### src/rtl/codebreak_pkg.sv
`default_nettype none
// ============================================================================
// Module      : codebreak_pkg
// Description : Shared definitions for the code-entry block: keypad codes,
//               FSM state encoding, BCD digit width and a helper that counts
//               digit values two codes have in common (duplicates honoured).
// Revision    : 1.0 - initial release
// ============================================================================
package codebreak_pkg;

    localparam int BCD_W     = 4;
    localparam int CODE_DIGS = 4;
    localparam int CODE_W    = BCD_W * CODE_DIGS;

    localparam logic [BCD_W-1:0] KEY_DIGIT_MAX = 4'h9;
    localparam logic [BCD_W-1:0] KEY_BKSP      = 4'hA;
    localparam logic [BCD_W-1:0] KEY_ENTER     = 4'hF;

    typedef enum logic [2:0] {
        IDLE   = 3'd0,
        ENTRY  = 3'd1,
        CHECK  = 3'd2,
        RESULT = 3'd3,
        WIN    = 3'd4,
        LOSE   = 3'd5
    } state_e;

    // Sum over every BCD value of min(occurrences in a, occurrences in b).
    // This is the number of digits the two codes share regardless of position.
    function automatic logic [2:0] common_digits(input logic [CODE_W-1:0] a,
                                                 input logic [CODE_W-1:0] b);
        logic [2:0] total;
        logic [2:0] cnt_a;
        logic [2:0] cnt_b;
        total = '0;
        for (int v = 0; v < 10; v++) begin
            cnt_a = '0;
            cnt_b = '0;
            for (int p = 0; p < CODE_DIGS; p++) begin
                if (a[p*BCD_W +: BCD_W] == 4'(v)) cnt_a = cnt_a + 3'd1;
                if (b[p*BCD_W +: BCD_W] == 4'(v)) cnt_b = cnt_b + 3'd1;
            end
            total = total + ((cnt_a < cnt_b) ? cnt_a : cnt_b);
        end
        return total;
    endfunction

endpackage
`default_nettype wire

### src/rtl/key_press_edge.sv
`default_nettype none
// ============================================================================
// Module      : key_press_edge
// Description : Turns the level key_valid into a single-cycle press pulse on
//               its rising edge and registers the key code alongside it.
//               The history flop resets to 1 (and is forced to 1 by clear) so
//               a key already held is not taken until released and pressed.
// Ports       : clk       - clock, rising edge
//               rst_n     - synchronous active-low reset
//               clear     - forget any press in progress (new game)
//               key_valid - level, high while a key is held
//               key_code  - raw key value
//               press     - one-cycle pulse, one cycle after the rising edge
//               key       - key code captured with the press
// Revision    : 1.0 - initial release
// ============================================================================
module key_press_edge
    import codebreak_pkg::*;
(
    input  logic             clk,
    input  logic             rst_n,
    input  logic             clear,
    input  logic             key_valid,
    input  logic [BCD_W-1:0] key_code,
    output logic             press,
    output logic [BCD_W-1:0] key
);

    logic             valid_hist_q, valid_hist_d;
    logic             press_q, press_d;
    logic [BCD_W-1:0] key_q, key_d;

    always_comb begin
        valid_hist_d = clear ? 1'b1 : key_valid;
        press_d      = ~clear & key_valid & ~valid_hist_q;
        key_d        = key_code;
    end

    always_ff @(posedge clk) begin
        if (!rst_n) begin
            valid_hist_q <= 1'b1;
            press_q      <= 1'b0;
            key_q        <= '0;
        end else begin
            valid_hist_q <= valid_hist_d;
            press_q      <= press_d;
            key_q        <= key_d;
        end
    end

    assign press = press_q;
    assign key   = key_q;

endmodule
`default_nettype wire

### src/rtl/code_entry.sv
`default_nettype none
// ============================================================================
// Module      : code_entry
// Description : Keypad code-breaking game. A 4-digit BCD secret is latched by
//               secret_load; the player enters digits (with backspace) and
//               submits with enter. Each guess is scored as exact matches and,
//               optionally, right-digit/wrong-place matches. The game ends in
//               WIN on a full match or LOSE after MAX_TRIES guesses.
// Options     : CODE_ENTRY_PARTIAL_EN - when defined, build the partial-match
//               counter; otherwise partial is tied to 0.
// Ports       : clk, rst_n       - clock, synchronous active-low reset
//               key_code         - keypad value (0-9 digit, A bksp, F enter)
//               key_valid        - level, high while a key is held
//               secret           - 4 BCD digits, first digit in [15:12]
//               secret_load      - pulse: latch secret, start a new game
//               guess            - digits entered, newest in [3:0]
//               digit_cnt        - digits entered, 0..4
//               exact, partial   - score of the last submitted guess
//               result_valid     - one-cycle pulse when the score updates
//               attempts         - guesses submitted this game
//               win, lose        - sticky end-of-game flags
// Revision    : 1.0 - initial release
// ============================================================================
module code_entry
    import codebreak_pkg::*;
#(
    parameter int MAX_TRIES = 8,
    parameter int DIGITS    = 4
) (
    input  logic              clk,
    input  logic              rst_n,
    input  logic [3:0]        key_code,
    input  logic              key_valid,
    input  logic [15:0]       secret,
    input  logic              secret_load,
    output logic [15:0]       guess,
    output logic [2:0]        digit_cnt,
    output logic [2:0]        exact,
    output logic [2:0]        partial,
    output logic              result_valid,
    output logic [3:0]        attempts,
    output logic              win,
    output logic              lose
);

    localparam logic [2:0] FULL_CNT  = 3'(DIGITS);
    localparam logic [3:0] TRY_LIMIT = 4'(MAX_TRIES);

    logic             key_press;
    logic [BCD_W-1:0] key_val;
    logic             key_is_digit;
    logic [2:0]       exact_now;

    state_e           state_q, state_d;
    logic [15:0]      secret_q, secret_d;
    logic [15:0]      guess_q, guess_d;
    logic [2:0]       digit_cnt_q, digit_cnt_d;
    logic [2:0]       exact_q, exact_d;
    logic             result_valid_q, result_valid_d;
    logic [3:0]       attempts_q, attempts_d;
    logic             win_q, win_d;
    logic             lose_q, lose_d;

    key_press_edge u_key_press_edge (
        .clk       (clk),
        .rst_n     (rst_n),
        .clear     (secret_load),
        .key_valid (key_valid),
        .key_code  (key_code),
        .press     (key_press),
        .key       (key_val)
    );

    assign key_is_digit = (key_val <= KEY_DIGIT_MAX);

    // Positional matches between the latched secret and the current guess.
    always_comb begin
        exact_now = '0;
        for (int p = 0; p < DIGITS; p++) begin
            if (secret_q[p*BCD_W +: BCD_W] == guess_q[p*BCD_W +: BCD_W])
                exact_now = exact_now + 3'd1;
        end
    end

    always_comb begin
        state_d        = state_q;
        secret_d       = secret_q;
        guess_d        = guess_q;
        digit_cnt_d    = digit_cnt_q;
        exact_d        = exact_q;
        result_valid_d = 1'b0;
        attempts_d     = attempts_q;
        win_d          = win_q;
        lose_d         = lose_q;

        // A new game takes priority over anything else, including a key
        // press accepted in the same cycle.
        if (secret_load) begin
            secret_d    = secret;
            guess_d     = '0;
            digit_cnt_d = '0;
            attempts_d  = '0;
            win_d       = 1'b0;
            lose_d      = 1'b0;
            state_d     = ENTRY;
        end else begin
            case (state_q)
                IDLE: begin
                end
                ENTRY: begin
                    if (key_press) begin
                        if (key_is_digit) begin
                            if (digit_cnt_q < FULL_CNT) begin
                                guess_d     = {guess_q[15-BCD_W:0], key_val};
                                digit_cnt_d = digit_cnt_q + 3'd1;
                            end
                        end else if (key_val == KEY_BKSP) begin
                            if (digit_cnt_q != 3'd0) begin
                                guess_d     = {{BCD_W{1'b0}}, guess_q[15:BCD_W]};
                                digit_cnt_d = digit_cnt_q - 3'd1;
                            end
                        end else if (key_val == KEY_ENTER) begin
                            if (digit_cnt_q == FULL_CNT) begin
                                attempts_d = attempts_q + 4'd1;
                                state_d    = CHECK;
                            end
                        end
                    end
                end
                CHECK: begin
                    exact_d        = exact_now;
                    result_valid_d = 1'b1;
                    state_d        = RESULT;
                end
                RESULT: begin
                    if (exact_q == FULL_CNT) begin
                        win_d   = 1'b1;
                        state_d = WIN;
                    end else if (attempts_q == TRY_LIMIT) begin
                        lose_d  = 1'b1;
                        state_d = LOSE;
                    end else begin
                        guess_d     = '0;
                        digit_cnt_d = '0;
                        state_d     = ENTRY;
                    end
                end
                WIN, LOSE: begin
                end
                default: begin
                    state_d = IDLE;
                end
            endcase
        end
    end

    always_ff @(posedge clk) begin
        if (!rst_n) begin
            state_q        <= IDLE;
            secret_q       <= '0;
            guess_q        <= '0;
            digit_cnt_q    <= '0;
            exact_q        <= '0;
            result_valid_q <= 1'b0;
            attempts_q     <= '0;
            win_q          <= 1'b0;
            lose_q         <= 1'b0;
        end else begin
            state_q        <= state_d;
            secret_q       <= secret_d;
            guess_q        <= guess_d;
            digit_cnt_q    <= digit_cnt_d;
            exact_q        <= exact_d;
            result_valid_q <= result_valid_d;
            attempts_q     <= attempts_d;
            win_q          <= win_d;
            lose_q         <= lose_d;
        end
    end

`ifdef CODE_ENTRY_PARTIAL_EN
    logic [2:0] partial_q, partial_d;

    // Shared digits minus those already counted as exact; scored in CHECK
    // together with exact so both update on the same result_valid.
    always_comb begin
        partial_d = partial_q;
        if (!secret_load && state_q == CHECK)
            partial_d = common_digits(secret_q, guess_q) - exact_now;
    end

    always_ff @(posedge clk) begin
        if (!rst_n) partial_q <= '0;
        else        partial_q <= partial_d;
    end

    assign partial = partial_q;
`else
    assign partial = 3'd0;
`endif

    assign guess        = guess_q;
    assign digit_cnt    = digit_cnt_q;
    assign exact        = exact_q;
    assign result_valid = result_valid_q;
    assign attempts     = attempts_q;
    assign win          = win_q;
    assign lose         = lose_q;

endmodule
`default_nettype wire

### config.mk
export PLATFORM = sky130hd
export DESIGN_NAME = code_entry
export DESIGN_NICKNAME = d
export VERILOG_FILES = /design/src/rtl/codebreak_pkg.sv /design/src/rtl/key_press_edge.sv /design/src/rtl/code_entry.sv
export SDC_FILE = /design/constraint.sdc
export NUM_CORES = 1
export LEC_CHECK = 0
export BUFFER_PORTS_ARGS = -buffer_cell sky130_fd_sc_hd__buf_2
export CAP_MARGIN = 0
export CORE_MARGIN = 8
export CORE_UTILIZATION = 58
export DETAILED_ROUTE_END_ITERATION = 12
export PLACE_DENSITY = 0.85
export SLEW_MARGIN = 20
export SYNTH_ARGS = -nofsm -noshare
export SYNTH_HDL_FRONTEND = slang
export SYNTH_SLANG_ARGS = --single-unit
### constraint.sdc
create_clock -name clk -period 3.4 [get_ports clk]
set_clock_uncertainty 0.05 [all_clocks]
set_input_delay 0.68 -clock clk [delete_from_list [all_inputs] [get_ports clk]]
set_output_delay 0.68 -clock clk [all_outputs]
set_load 0.01 [all_outputs]
Word level (Yosys, flattened, before mapping)
Index checks and enable logic that the tools add are counted.

word-level totals
  register bits = 54
  latch bits = 0
  RAM bits = 0
  memory bits (read-only) = 0
  output and inout port bits = 32
  word-level logic and storage cells = 102
  memories = 0

cells by class
  $add $sub $neg = 6
  multiply operators = 0
  divide/modulo/power cells = 0
  order comparisons = 2
  equal/unequal tests = 30
  shift-type cells = 0
  mux-type cells = 30
  bitwise logic cells = 9
  reduce and logical (&&, ||, !) cells = 12

operators by type and width
  kind                                                                      number
  16-bit two-way mux                                                        7
  3-bit two-way mux                                                         17
  16-bit case mux with 2 select lines                                       1
  3-bit inequality test (second input constant)                             7
  6-bit AND reduction                                                       3
  4-bit equality test                                                       4
  3-bit by 1-bit adder with 3-bit output (second input constant)            4
  3-bit equality test (second input constant)                               4
  4-bit equality test (second input constant)                               3
  2-bit inequality test (second input constant)                             6
  3-bit case mux with 4 select lines                                        1
  1-bit inverter                                                            7
  7-bit AND reduction                                                       1
  3-bit by 2-bit equality test with 1-bit output (second input constant)    2
  3-bit case mux with 2 select lines                                        1
  4-bit by 1-bit adder with 4-bit output (second input constant)            1
  4-bit less-or-equal comparator (second input constant)                    1
  2-bit by 1-bit inequality test with 1-bit output (second input constant)  2
  2-bit AND reduction                                                       2
  3-bit by 1-bit equality test with 1-bit output (second input constant)    1
  3-bit zero test                                                           1
  3-bit < comparator (second input constant)                                1
  1-bit two-way mux                                                         3
  3-bit by 2-bit inequality test with 1-bit output (second input constant)  1
  7 further kinds                                                           8

Depth between registers and ports, before layout
  depth in word-level cells = 8
  gate-level depth with buffers = 10
  depth with buffers taken out = 10

Hierarchy
A second synthesis with hierarchy kept.

second synthesis, totals
  cells, all modules = 281
  area total of the unflattened synthesis = 2,692.6 um2

modules (own cells, without submodules)
  module          times used  cells each  area an instance (um2)  sequential area each (um2)
  code_entry      1           269         2,521.2                 960.9
  key_press_edge  1           12          171.4                   120.1

Worst setup path after synthesis
No wires, ideal clock.

  path kind = reg2reg
  from = reg u_key_press_edge.key_q[2] (netlist: u_key_press_edge.key[2])
  to = reg digit_cnt_q[2] (netlist: digit_cnt[2])
  data arrival time = 2.063 ns
  data required time = 3.280 ns
  path slack = 1.217 ns
  stages on the path, launching flop included = 9
  buffers on the path = 1
  clock period less this slack = 2.183 ns
  cells stage by stage = dfxtp_1 o21ai_1 clkbuf_1 xnor2_1 ha_1 nor3_1 a21oi_1 or4_1 a21oi_1

on the way
  word-level cells in the longest chain between the ends = 4
  elaborated cells between the ends (all ways) = 9
  those cells by class = order compare (1); eq/ne (4); mux (3); reduce/logical (1)

ends and longest elaborated chain
  what                                RTL line              text
  start: declaration                  key_press_edge.sv:31  logic [BCD_W-1:0] key_q, key_d;
  start signal: assignment            key_press_edge.sv:47  key_q <= key_d;
  4-bit less-or-equal comparator      code_entry.sv:74      assign key_is_digit = (key_val <= KEY_DIGIT_MAX);
  3-bit two-way mux                   code_entry.sv:112     if (key_is_digit) begin
  3-bit two-way mux                   code_entry.sv:111     if (key_press) begin
  3-bit case mux with 2 select lines  code_entry.sv:107     case (state_q)
  end signal: assignment              code_entry.sv:172     digit_cnt_q <= digit_cnt_d;
  end: declaration                    code_entry.sv:57      logic [2:0] digit_cnt_q, digit_cnt_d;

Several ways; a longest one is shown, not always the timed one. The select of a mux whose other input is x is not followed.
A chain may end at the register's enable or synchronous reset.

Worst setup path in the final report
  from = reg attempts_q[0] (netlist: attempts[0])
  to = reg guess_q[15] (netlist: guess[15])

on the way
  word-level cells in the longest chain between the ends = 3

ends and longest elaborated chain
  what                                    RTL line           text
  start: declaration                      code_entry.sv:60   logic [3:0] attempts_q, attempts_d;
  start signal: assignment                code_entry.sv:175  attempts_q <= attempts_d;
  4-bit equality test                     code_entry.sv:139  end else if (attempts_q == TRY_LIMIT) begin
  2-bit inequality test (no source line)  n/a
  7-bit AND reduction (no source line)    n/a
  end signal: assignment                  code_entry.sv:171  guess_q <= guess_d;
  end: declaration                        code_entry.sv:56   logic [15:0] guess_q, guess_d;

Every way passes these cells.

==> results by group <==
Worst setup path
  • CP Launch Point: attempts[0]$_SDFFE_PP0P_
  • WP buf/inv: 2
  • Critical-path maximum fanout: 26
  • Req. time, crit path: about 3.6 ns
  • Reg-to-Reg Start: attempts[0]$_SDFFE_PP0P_
  • Critical path's top delay family: simple AND/OR/NAND/NOR gates
  • Critical-path top delay cell: or4b_1
  • Crit-path cells: inv_1 -> ha_1 -> and3b_1 -> nor3_1 -> o22ai_2 -> buf_4 -> or4b_1 -> a21oi_1
  • CP Capture Type: flop
  • Critical path class: reg2reg
  • Startpoint types: flop
  • CP arrival: roughly 2.7 ns
  • CP peak stage delay: roughly 0.5 ns

Finish
  • Fin area: between 2000 and 3000 um2
  • Nets: roughly 370
  • Filler Cell Count: approximately 360
  • Storage element area: between 1000 and 1500 um2
  • Share of cells above drive strength 1: between 20% and 30%
  • Commonest cells after routing, fill and taps aside: dfxtp_1, buf_2, nand2_1
  • Multi-input logic area: approximately 1400 um2
  • Diode count: 0
  • Layout area overhead: 14.42%
  • Commonest non-fill, non-tap cell in the layout: dfxtp_1

Status
  • Status: completed

Placement
  • GPL Wtd Cong: 0.8074
  • Pre-CTS setup slack: roughly 0.88 ns
  • Placed Area: around 2900 um2
  • HPWL after DPL: approximately 4200 um
  • IO buf count: 52

Synth
  • Synth warnings: 0
  • Mean Syn Cell Area: 8.888 um2
  • Seq/Total Area, Yosys: a little over two fifths
  • Synthesized instance count: a little under 300
  • Cell area after synthesis: ~2600 um2
  • Post-synth EDFFs: 0
  • Top FF cell, synth: dfxtp_1
  • Asr flop ratio synth: 0%
  • Synthesized flop and latch total: between 50 and 60
  • Yosys cell types: 47

CTS
  • Post-cts hold buffer count: 0
  • Root Driver: clkbuf_8
  • CTS buffer count: 5
  • CTS resizes: 0
  • Clk buf depth: 2
  • Insertion delay of the later-clocked pin in the worst-skew pair: 0.30 ns
  • CTS tree: yes
  • CTS clk-pin slew, worst paths: ~0.09 ns
  • Clock tree sinks: 54
  • CTS H-tree lvls: 2
  • Postcts setup bufs: 0

STA
  • # setup viols final: 0
  • Slew headroom: roughly 30%
  • Setup TNS: 0 ns
  • F_max: 397.6 MHz
  • Fin. max-slew vios: 0
  • RSZ-0062 raised after global routing: no
  • Post-route worst setup slack: 0.8850 ns
  • Post-route clock period utilization: about three quarters
  • Final worst path period need: 2.515 ns
  • Hold Fails Final Rpt: 0
  • Slew @ Worst Pin: 1.056 ns

Drt
  • DRC Markers: 0
  • DRT iter0 DRCs: about 160
  • DRT Pass-1 Iters: 6
  • Vias per inst: between 5 and 6
  • DRT antenna net count: 0
  • Drt total wl: between 5000 and 6000 um
  • Vias: between 2k and 2.5k
  • Routed wire length per instance: roughly 15 um

Power
  • PwrDens: between 300 and 400 nW/um2
  • Worst-case vdd ir drop: 0.2026 mV
  • Cell leakage power: 1.242 nW

Flow run
  • Maxcap violations: 0

Global routing
  • Largest net degree at the start of global routing: 30
  • Wire length of the first global-routing pass: between 9000 and 10000 um
  • Number of global-route vias before repair: slightly above 2k
  • Grt total ovfl: 0
  • Total Routing Usage GR: roughly 18%
  • Initial antenna violation count: 0

Die
  • Core Area: approximately 4300 um2
  • Die H: about 83 um
  • Std-Cell Rows: 24
  • Die area: just under 7000 um2
  • IO Count: 56
  • Die Span X: roughly 83 um
  • Initial Util: 59.61%

Min path
  • Hold Path Class: reg2reg
  • Hold path startpoint: u_key_press_edge.valid_hist_q$_SDFF_PP1_
synth_stat cells (4+ instances only):
cell | n | area share [%]
a211o_1 | 9 | 3.1
a21oi_1 | 27 | 5.2
and2_1 | 5 | 1.2
clkbuf_1 | 10 | 1.5
dfxtp_1 | 54 | 42
ha_1 | 6 | 2.9
inv_1 | 7 | 1.0
mux2i_1 | 20 | 7.8
nand2_1 | 43 | 6.3
nor2_1 | 8 | 1.2
nor2b_1 | 20 | 4.9
nor3_1 | 5 | 0.97
o21ai_0 | 5 | 0.97
or4b_1 | 4 | 1.6
xnor2_1 | 11 | 3.7
xor2_1 | 11 | 3.7
worst paths after layout:
path	end	slack, ns	cells past startpoint
worst max-delay path	guess[15]$_SDFFE_PP0P_	0.89	8
worst min-delay path	u_key_press_edge.press$_SDFF_PN0_	0.35	1
worst max register to register	guess[15]$_SDFFE_PP0P_	0.89	8
worst min register to register	u_key_press_edge.press$_SDFF_PN0_	0.35	1
registers in the layout, summed over array words and instances (netlist names):
register and flops:
state_q 3, attempts 4, guess 16, win 1
result_valid 1, secret_q 16, digit_cnt 3, u_key_press_edge.valid_hist_q 1
u_key_press_edge.key 4, exact 3, lose 1, u_key_press_edge.press 1
stage by stage:
step | utilization (%) | instances | power, W | hold slack (ns)
6_report | 68.20 | 389 | 0.001164 | 0.3459
5_1_grt | 68.20 | 389 | 0.001223 | 0.3854
4_1_cts | 68.20 | 389 | 0.001177 | 0.3481
3_5_place_dp | 66.09 | 381 | 0.0008150 | 0.3343
3_3_place_gp | 66.09 | 381 | 0.0008088 | 0.3301
2_1_floorplan | - | 292 | 0.0007793 | 0.3229
worst reg2reg max path, cell delays in order, from the launching register on:
cell     delay (ns)
dfxtp_1        0.41
inv_1          0.07
ha_1           0.20
and3b_1        0.19
nor3_1         0.30
o22ai_2        0.25
buf_4          0.28
or4b_1         0.51
a21oi_1        0.18
routing by layer:
| metal | GRT usage (%) | wire length [um] | share of wire, % |
|---|---|---|---|
| met1 | 21.69 | 2528 | 44 |
| met3 | 4.545 | 347 | 6.1 |
| met5 | 0 | 0 | 0 |
| met4 | 5.345 | 50 | 0.88 |
| met2 | 29.76 | 2775 | 49 |
cells by family after synthesis:
logic type / after synthesis / share of synthesized area [%]
AND/OR/NAND/NOR: 110 / 23.11
flip-flops: 54 / 41.94
AO/OA/AOI/OAI: 52 / 12.48
buffers and inverters: 25 / 4.175
XOR/XNOR: 22 / 7.476
multiplexers: 20 / 7.767
adder cells (fa/ha/maj): 6 / 2.913
other: 1 / 0.1455
power by group:
part	internal, W	total (W)	switching (W)
clock network	0.000165	0.000364	0.000199
logic	0.0000621	0.000137	0.0000747
registers	0.000649	0.000664	0.0000150
final cells by class:
class	count	area share [%]
Clock buffer	7	2.927
Multi-Input combinational cell	213	47.56
Sequential cell	54	36.66
Clock inverter	1	0.1697
Tap cell	52	2.206
Inverter	7	0.8910
Timing Repair Buffer	55	9.588
No activity file was read; power rests on OpenSTA's default activity.
